<file path="src/rtl/l2_input_arbiter_pkg.sv">
// Shared types and defaults for the L2 input arbiter: source encoding, one-hot grant, FSM states.
package l2_input_arbiter_pkg;

  localparam int L2_STARVE_LIMIT = 8;
  localparam int L2_BUSY_TIMEOUT = 1024;

  // Enum value doubles as the grant bit position.
  typedef enum logic [2:0] {
    SRC_RSP = 3'd0,
    SRC_FWD = 3'd1,
    SRC_OFL = 3'd2,
    SRC_FNC = 3'd3,
    SRC_FL  = 3'd4,
    SRC_CPU = 3'd5
  } arb_src_t;

  typedef logic [5:0] grant_t;

  typedef enum logic {
    ST_IDLE = 1'b0,
    ST_BUSY = 1'b1
  } arb_state_t;

  function automatic grant_t src_onehot(input arb_src_t src);
    return grant_t'(6'd1 << src);
  endfunction

endpackage

</file>
<file path="src/rtl/l2_arb_starve_ctr.sv">
// Saturating up-counter with increment/clear controls; used for cpu starvation and the busy timer.
module l2_arb_starve_ctr #(
  parameter int LIMIT = 8,
  parameter int CNT_W = $clog2(LIMIT + 1)
) (
  input  logic clk,
  input  logic rst,
  input  logic inc_i,
  input  logic clr_i,
  output logic sat_o
);

  logic [CNT_W-1:0] cnt_q;
  logic [CNT_W-1:0] cnt_d;

  assign sat_o = (cnt_q == CNT_W'(LIMIT));

  // Clear wins over increment.
  always_comb begin
    cnt_d = cnt_q;
    if (clr_i) begin
      cnt_d = '0;
    end else if (inc_i && !sat_o) begin
      cnt_d = cnt_q + 1'b1;
    end
  end

  always_ff @(posedge clk) begin
    if (rst) begin
      cnt_q <= '0;
    end else begin
      cnt_q <= cnt_d;
    end
  end

endmodule

</file>
<file path="src/rtl/l2_input_arbiter.sv">
// Selects one L2 pipeline operation at a time with fixed priority, blocking terms and cpu anti-starvation.
module l2_input_arbiter
  import l2_input_arbiter_pkg::*;
#(
  parameter int STARVE_LIMIT = L2_STARVE_LIMIT,
  parameter int BUSY_TIMEOUT = L2_BUSY_TIMEOUT
) (
  input  logic       clk,
  input  logic       rst,
  input  logic       rsp_in_valid,
  input  logic       fwd_in_valid,
  input  logic       cpu_req_valid,
  input  logic       flush_valid,
  input  logic       fence_valid,
  input  logic       fwd_stall,
  input  logic       set_conflict,
  input  logic       evict_stall,
  input  logic       ongoing_atomic,
  input  logic       ongoing_flush,
  input  logic       ongoing_fence,
  input  logic       mshr_full,
  input  logic       mshr_empty,
  input  logic       core_done,
  output logic       rsp_in_ready,
  output logic       fwd_in_ready,
  output logic       cpu_req_ready,
  output logic       flush_ready,
  output logic       fence_ready,
  output logic [5:0] grant,
  output logic       busy,
  output logic       err_timeout
);

  arb_state_t state_q;
  grant_t     grant_q;
  logic       busy_q;
  logic       err_q;

  logic rsp_el, fwd_el, ofl_el, fnc_el, fl_el, cpu_el;
  logic starve_sat, tmo_sat, cpu_promote;
  logic any_el, arb_go;
  arb_src_t win_src;

  assign rsp_el = rsp_in_valid;
  assign fwd_el = fwd_in_valid & ~fwd_stall;
  assign ofl_el = ongoing_flush & ~evict_stall;
  assign fnc_el = fence_valid & mshr_empty & ~ongoing_flush & ~ongoing_atomic;
  assign fl_el  = flush_valid & mshr_empty & ~ongoing_flush & ~ongoing_atomic;
  assign cpu_el = cpu_req_valid &
                  ~(set_conflict | evict_stall | mshr_full | ongoing_flush | ongoing_fence);

  // A starved cpu request jumps everything except responses.
  assign cpu_promote = cpu_el & starve_sat;

  always_comb begin
    win_src = SRC_RSP;
    any_el  = 1'b1;
    if (rsp_el)           win_src = SRC_RSP;
    else if (cpu_promote) win_src = SRC_CPU;
    else if (fwd_el)      win_src = SRC_FWD;
    else if (ofl_el)      win_src = SRC_OFL;
    else if (fnc_el)      win_src = SRC_FNC;
    else if (fl_el)       win_src = SRC_FL;
    else if (cpu_el)      win_src = SRC_CPU;
    else                  any_el  = 1'b0;
  end

  assign arb_go = (state_q == ST_IDLE) & any_el;

  assign rsp_in_ready  = arb_go & (win_src == SRC_RSP);
  assign fwd_in_ready  = arb_go & (win_src == SRC_FWD);
  assign fence_ready   = arb_go & (win_src == SRC_FNC);
  assign flush_ready   = arb_go & (win_src == SRC_FL);
  assign cpu_req_ready = arb_go & (win_src == SRC_CPU);

  l2_arb_starve_ctr #(.LIMIT(STARVE_LIMIT)) u_starve (
    .clk   (clk),
    .rst   (rst),
    .inc_i (arb_go & cpu_el & (win_src != SRC_CPU)),
    .clr_i (cpu_req_ready | ~cpu_req_valid),
    .sat_o (starve_sat)
  );

  l2_arb_starve_ctr #(.LIMIT(BUSY_TIMEOUT)) u_busy_timer (
    .clk   (clk),
    .rst   (rst),
    .inc_i (state_q == ST_BUSY),
    .clr_i (state_q == ST_IDLE),
    .sat_o (tmo_sat)
  );

  always_ff @(posedge clk) begin
    if (rst) begin
      state_q <= ST_IDLE;
      grant_q <= '0;
      busy_q  <= 1'b0;
      err_q   <= 1'b0;
    end else begin
      err_q <= err_q | tmo_sat;
      case (state_q)
        ST_IDLE: begin
          if (any_el) begin
            grant_q <= src_onehot(win_src);
            busy_q  <= 1'b1;
            state_q <= ST_BUSY;
          end
        end
        ST_BUSY: begin
          if (core_done) begin
            grant_q <= '0;
            busy_q  <= 1'b0;
            state_q <= ST_IDLE;
          end
        end
        default: state_q <= ST_IDLE;
      endcase
    end
  end

  assign grant       = grant_q;
  assign busy        = busy_q;
  assign err_timeout = err_q;

endmodule

</file>
<file path="config.mk">
export PLATFORM = sky130hd
export DESIGN_NAME = l2_input_arbiter
export DESIGN_NICKNAME = d
export VERILOG_FILES = /design/src/rtl/l2_input_arbiter_pkg.sv /design/src/rtl/l2_arb_starve_ctr.sv /design/src/rtl/l2_input_arbiter.sv
export SDC_FILE = /design/constraint.sdc
export NUM_CORES = 1
export LEC_CHECK = 0
export CORE_ASPECT_RATIO = 1.75
export CORE_MARGIN = 2
export CORE_UTILIZATION = 50
export DETAILED_ROUTE_END_ITERATION = 16
export GPL_TIMING_DRIVEN = 0
export PLACE_DENSITY = 0.88
export SLEW_MARGIN = 30
export SYNTH_ARGS = -nofsm -noshare
export SYNTH_HDL_FRONTEND = slang
export SYNTH_HIERARCHICAL = 1
export SYNTH_SLANG_ARGS = --single-unit
</file>
<file path="constraint.sdc">
create_clock -name clk -period 3 [get_ports clk]
set_input_delay 0.75 -clock clk [delete_from_list [all_inputs] [get_ports clk]]
set_output_delay 0.75 -clock clk [all_outputs]
set_load 0.1 [all_outputs]
</file>
==> results by group, run 1 <==
Status
  – Outcome: finished, final reports clean

Worst setup path
  – CP max FO: 3
  – Worst R2R Setup Slack: 0.27 ns
  – Reg2reg end: u_starve/cnt_q[1]
  – Critical path class: input port to primary output
  – Slowest stage delay, CP: 0.45 ns
  – Critical path required time: 2.25 ns
  – Crit path max-delay cell type: a2111o_1
  – Reg2Reg Depth: 16
  – Startpoint Class: input port
  – Launch point of the worst reg-to-reg path: u_starve/cnt_q[0]
  – CP endpoint kind: primary output
  – CP Cell Sequence: clkbuf_2 > nor4bb_4 > a2111o_1 > o21ai_4 > nand2_2 > nor3_4 > buf_12
  – Worst Path Arrival: 2.22 ns

Placement
  – Cell Area, Placed: 1698 um^2
  – GP Congestion: 0.8230
  – Post-DP HPWL: 2.630 mm
  – Port Buffers: 28

Synth
  – Async set-reset flop share out of synthesis: 0
  – Top-area cell type share of the netlist area: 0.3513
  – Synth Cell Area: 1368 um^2
  – Synth area leader: dfxtp_1
  – Compound-Gate Fraction of Synth Area: 0.2077
  – Multiplexer share of the synthesized area: 0
  – Syn Inst Count: 162
  – Syn. warnings: 6
  – Post-synth top flop: dfxtp_1
  – Distinct cells, synth: 50
  – Post-Syn Nets: 182
  – Synth cell count leaders: dfxtp_1 (24), nand2_1 (15), nor2_1 (13)
  – Area contributors post-synth: dfxtp_1 (35%), a21oi_1 (4.4%), nand2_1 (4.1%), ha_1 (3.7%), nor2_1 (3.6%)
  – Largest family of logic cells by synthesized area: simple AND/OR/NAND/NOR gates
  – Simple-Gate Fraction of Synth Area: 0.3385
  – Top-count cell post-synth: dfxtp_1
  – Sequential share of the synthesized area: 0.3513
  – Mean Syn Cell Area: 8.442 um^2
  – Xor and xnor area share after synthesis: 0.01921
  – Yosys reg bits: 24
  – Post-Synth Adder-Cell Area: 0.03660
  – EDFF count, synth: 0

Routing
  – Routed WL: 4.570 mm
  – Pre-antenna DRT Iters: 4
  – Initial DRC Count: 63
  – Antenna-violating nets left: 0
  – Via/cell ratio: 6.414
  – Vias: 1533
  – Routed wire length per instance: 19.12 um
  – Post-route DRC: 0

Die
  – Die ar.: 3186 um^2
  – Overall die height: 73.19 um
  – Die width: 43.54 um
  – Initial Util: 0.5144
  – CORE AREA: 2659 um^2
  – Top-Level Pins: 29
  – Site row count: 25

Timing
  – Setup TNS: 0 ns
  – Tmin final: 2.968 ns
  – WHS: 0.4756 ns
  – Relative slew slack: 0.3448
  – Crit share post-route: 0.9894
  – Slew @ Worst Pin: 0.9798 ns
  – Endpoints failing setup: 0
  – Fmax: 0.3369 GHz
  – Slew Viols, Final: 0
  – Final hold vios: 0
  – Clock skew: 0.0009791 ns

Pwr
  – Worst IR Drop VDD: 0.0003652 V
  – Logic pwr share: 0.205
  – Flop pwr share: 0.426
  – Int Pwr: 0.5568 mW
  – PwrDens: 390.4 nW/um^2
  – Clk pwr share: 0.369
  – Lkg Pwr: 0.7445 nW
  – Tot Pwr: 0.7707 mW
  – P_sw: 0.2140 mW
  – Sw Share: 0.2776

CTS
  – CTS buffer count: 3
  – Clk_lat worst skew: 0.26 ns
  – H-tree Lvls: 1
  – Sink Count: 24
  – Clk buf depth: 2
  – Worst-path clk slew: 0.09 ns
  – CTS tree: yes
  – Hold Buf Count CTS: 0
  – Root Driver: clkbuf_8

Min path
  – Hold crit path type: register to register
  – Hold Crit Start: grant[4]
  – Worst Hold Depth: 1
  – Hold path endpoint: grant[4]

Global routing
  – GRT overflow: 0
  – Initial antenna violation count: 0
  – Vias in the first global route: 1547
  – Global-route wire length before repair: 6.720 mm
  – Largest net degree at the start of global routing: 15
  – Total GRT Usage: 0.2755

Layout
  – Fillers: 168
  – Reg area: 480.5 um^2
  – Layout cells sized above 1: 0.3019
  – Core Util, Final: 0.7426
  – Final instance area: 1974 um^2
  – Nets: 233
  – ANT cells: 0
  – Growth of design area from synthesis to finish: 44.37%
  – Area taken by multi-input logic gates: 919.6 um^2

Flow run
  – Max cap viols: 0
==> metrics by stage <==
| step | worst slack (ns) | cells |
|---|---|---|
| 6_report | 0.03183 | 239 |
| 5_1_grt | -0.02392 | 239 |
| 4_1_cts | 0.006395 | 233 |
| 3_5_place_dp | -1.354 | 217 |
| 3_3_place_gp | -1.347 | 217 |
| 2_1_floorplan | -0.1338 | 162 |
==> sequential cells by signal, summed over array words and instances, names as in the netlist <==
signal and flops:
u_busy_timer/cnt_q 11, grant 6, u_starve/cnt_q 4, busy 1, err_timeout 1, state_q 1
==> what timing repair did <==
item	4_1_cts	5_1_grt
pin swaps	10	10
setup buffers	12	6
setup endpoints to repair	6	8
resized for setup	61	26
==> cell usage in the layout, fill, tap and decap left out, types with 5 or more instances in the layout <==
cell / n
buf_4: 18
clkbuf_2: 7
dfxtp_1: 24
o21ai_0: 8
a21oi_1: 10
inv_1: 8
nand4_1: 6
nand3_1: 7
or3_1: 5
nor2_1: 11
nand2_1: 12
clkdlybuf4s50_1: 10
==> worst max-delay path by stage <==
stage                  endpoint     startpoint  cells past startpoint
floorplan           flush_ready   fwd_in_valid                      5
global placement    fence_ready  ongoing_flush                      6
detailed placement  fence_ready  ongoing_flush                      6
CTS                 flush_ready    fence_valid                      7
global route        flush_ready     mshr_empty                      7
finish              flush_ready     mshr_empty                      7
==> cell type report <==
cell class,count,area share
Timing Repair Buffer,46,0.2053
Multi-Input combinational cell,123,0.4658
Clock buffer,3,0.02091
Inverter,11,0.02091
Tap cell,27,0.01711
Buffer,4,0.01141
Clock inverter,1,0.01521
Sequential cell,24,0.2433
==> power by group through the flow <==
stage | logic [mW] | registers (mW) | clock network, mW
final | 0.158 | 0.328 | 0.285
after global routing | 0.164 | 0.329 | 0.290
after CTS | 0.143 | 0.328 | 0.284
after detailed placement | 0.134 | 0.335 | 0
after global placement | 0.131 | 0.335 | 0
after floorplan | 0.0633 | 0.359 | 0
==> metal layers <==
metal,part of all wire,global-route usage
met1,0.35,0.2824
met2,0.55,0.5274
met3,0.052,0.02475
met4,0.045,0.1414
met5,0,0
==> worst max-delay path: cells and delay by family <==
kind / cells / cell delay, ns
AOI/OAI and AO/OA: 2 / 0.66
and+or+nand+nor: 3 / 0.50
buffers and inverters: 2 / 0.30
==> cell families after synthesis <==
| logic type | Yosys count |
|---|---|
| flops | 24 |
| compound gates | 41 |
| xor+xnor | 3 |
| simple gates | 75 |
| buf+inv | 15 |
| fa+ha+maj | 4 |
Power figures use the tool's default switching activity.
==> run 2: changes to the inputs <==
--- a/config.mk
+++ b/config.mk
@@ -10,7 +10,8 @@
 export CORE_UTILIZATION = 50
 export DETAILED_ROUTE_END_ITERATION = 16
 export GPL_TIMING_DRIVEN = 0
-export PLACE_DENSITY = 0.88
+export PLACE_DENSITY = 0.79
+export SKIP_LAST_GASP = 1
 export SLEW_MARGIN = 30
 export SYNTH_ARGS = -nofsm -noshare
 export SYNTH_HDL_FRONTEND = slang
==> run 2 against run 1 <==
Net effect: sequential cell count unchanged; global-route usage down 1.0 points; via count is 6.2% lower; total power decreased by 0.70%; design area shrank 3.2%; first-iteration DRC count fell by 59%; core utilization shrank 2.4 points; sequential share of layout area up 0.81 points; largest power group unchanged.
==> results by group, run 2 (synthesis gave the netlist of run 1 again) <==
Die
  – Die ar.: 3186 um^2 (unchanged)
  – CORE AREA: 2659 um^2 (unchanged)
  – Initial Util: 0.5144 (unchanged)
  – Overall die height: 73.19 um (unchanged)
  – Top-Level Pins: 29 (unchanged)
  – Site row count: 25 (unchanged)
  – Die width: 43.54 um (unchanged)

Layout
  – Growth of design area from synthesis to finish: 39.71%
  – Most frequent cells in the layout: dfxtp_1 (24), nand2_1 (13), nor2_1 (12)
  – Flip-flop count of the largest register after layout: 11 (unchanged)
  – Layout cells sized above 1: 0.2585 (-0.04335)
  – Biggest register: u_busy_timer/cnt_q
  – Nets: 226 (-3.0%)
  – ANT cells: 0 (unchanged)
  – Most common cell after layout, fill and taps aside: dfxtp_1
  – Finished Layout Cells: 232 (-2.9%)

Routing
  – Vias: 1438 (-6.2%)
  – Post-route DRC: 0 (unchanged)
  – Antenna-violating nets left: 0 (unchanged)
  – Pre-antenna DRT Iters: 4 (unchanged)
  – Initial DRC Count: 26 (-59%)
  – Routed WL: 3.855 mm (-16%)
  – Via/cell ratio: 6.198 (-3.4%)
  – Routed wire length per instance: 16.62 um (-13%)

CTS
  – Hold Buf Count CTS: 0 (unchanged)
  – Clk buf depth: 2 (unchanged)
  – CTS buffer count: 3 (unchanged)
  – H-tree Lvls: 1 (unchanged)
  – Sink Count: 24 (unchanged)
  – Clk_lat worst skew: 0.27 ns (about the same)
  – Root Driver: clkbuf_8
  – CTS tree: yes
  – Worst-path clk slew: 0.09 ns (about the same)

Global routing
  – Initial antenna violation count: 0 (unchanged)
  – Global-route wire length before repair: 6.417 mm (-4.5%)
  – Largest net degree at the start of global routing: 15 (unchanged)
  – Total GRT Usage: 0.2651 (-0.01039)
  – GRT overflow: 0 (unchanged)
  – Vias in the first global route: 1481 (-4.3%)

Placement
  – Post-Place Worst Slack: -1.392 ns (-0.03771 ns)
  – Post-DP HPWL: 2.811 mm (+6.9%)
  – GP Congestion: 0.7915 (-3.8%)
  – DP Cell Count: 217 (unchanged)
  – Port Buffers: 28 (unchanged)

Worst setup path
  – Worst Path Arrival: 2.20 ns (-0.02 ns)
  – Slowest stage delay, CP: 0.42 ns (-0.03 ns)
  – Launch point of the worst reg-to-reg path: u_starve/cnt_q[0]
  – Crit path max-delay family: buffers and inverters
  – Critical path required time: 2.25 ns (about the same)
  – CP Cell Sequence: clkdlybuf4s50_1 > nor2_2 > o211ai_1 > nand2_1 > nand4_1 > inv_2 > buf_12
  – CP max FO: 4 (+1)
  – Critical path class: input port to primary output
  – Startpoint Class: input port
  – Setup crit start: set_conflict
  – CP endpoint kind: primary output
  – CP Buf/Inv Count: 3 (+1)
  – Crit path max-delay cell type: clkdlybuf4s50_1

Timing
  – Fmax: 0.3385 GHz (+0.48%)
  – Final hold vios: 0 (unchanged)
  – Setup TNS: 0 ns (unchanged)
  – Slew Viols, Final: 0 (unchanged)
  – Crit share post-route: 0.9847 (-0.004735)
  – Endpoints failing setup: 0 (unchanged)
  – Relative slew slack: 0.3364 (-0.008361)
  – Tmin final: 2.954 ns (-0.01420 ns)
  – Clock skew: 0.008729 ns (+0.007749 ns)
  – WHS: 0.4804 ns (+0.004843 ns)
  – Slew @ Worst Pin: 0.9923 ns (+0.01250 ns)
  – Worst Slack Setup Final: 0.04604 ns (+0.01420 ns)

Min path
  – Hold Crit Start: err_timeout
  – Hold crit path type: register to register

Pwr
  – Tot Pwr: 0.7653 mW (-0.70%)
  – Worst IR Drop VDD: 0.0002753 V (-25%)
  – Lkg Pwr: 0.7034 nW (-5.5%)
  – PwrDens: 400.6 nW/um^2 (+2.6%)

Flow run
  – Max cap viols: 0 (unchanged)

Status
  – Outcome: finished, final reports clean
==> run 2: final timing paths <==
kind | depth (start not counted) | slack (ns) | end
worst max-delay path | 7 | 0.05 | cpu_req_ready
worst min-delay path | 2 | 0.48 | err_timeout
worst max register to register | 10 | 0.46 | u_starve/cnt_q[2]
worst min register to register | 2 | 0.48 | err_timeout
==> run 2: layer usage <==
metal / vias up / track usage / wire [um] / share of wire
li1: 692 / - / - / -
met1: 676 / 0.2427 / 1388 / 0.36
met2: 60 / 0.5091 / 2184 / 0.57
met3: 10 / 0.04455 / 169 / 0.044
met4: 0 / 0.1684 / 113 / 0.029
met5: - / 0 / 0 / 0
==> run 2: what timing repair did <==
item | 4_1_cts | 5_1_grt
buffers inserted | 9 | 2
endpoints found under the setup margin | 6 | 3
resized for setup | 61 | 18
pin swaps | 9 | 11
==> run 2: where the power goes <==
part	internal, mW	switching, mW	total (mW)
combinational	0.0516	0.0973	0.149
clock	0.178	0.110	0.288
sequential	0.324	0.00434	0.328
==> run 2: through the flow <==
stage | utilization | instance area [um^2]
finish | 0.7186 | 1911
CTS | 0.7186 | 1911
floorplan | - | 1384
global route | 0.7186 | 1911
global placement | 0.6386 | 1698
detailed placement | 0.6386 | 1698
==> run 2: area by class of cell <==
| cell class | count | area, um^2 |
|---|---|---|
| clock inverters | 1 | 30.03 |
| multi-input cells | 123 | 902.1 |
| inverters | 11 | 41.29 |
| fillers | 197 | 748.2 |
| repair buffers | 39 | 359.1 |
| clock buffers | 3 | 41.29 |
| plain buffers | 4 | 22.52 |
| flip-flops and latches | 24 | 480.5 |
| well taps | 27 | 33.78 |
==> run 2: worst min-delay path: cells and delay by family, from the launching register on <==
kind | cells | cell delay, ns
flip-flops | 1 | 0.34
AND/OR/NAND/NOR | 2 | 0.11
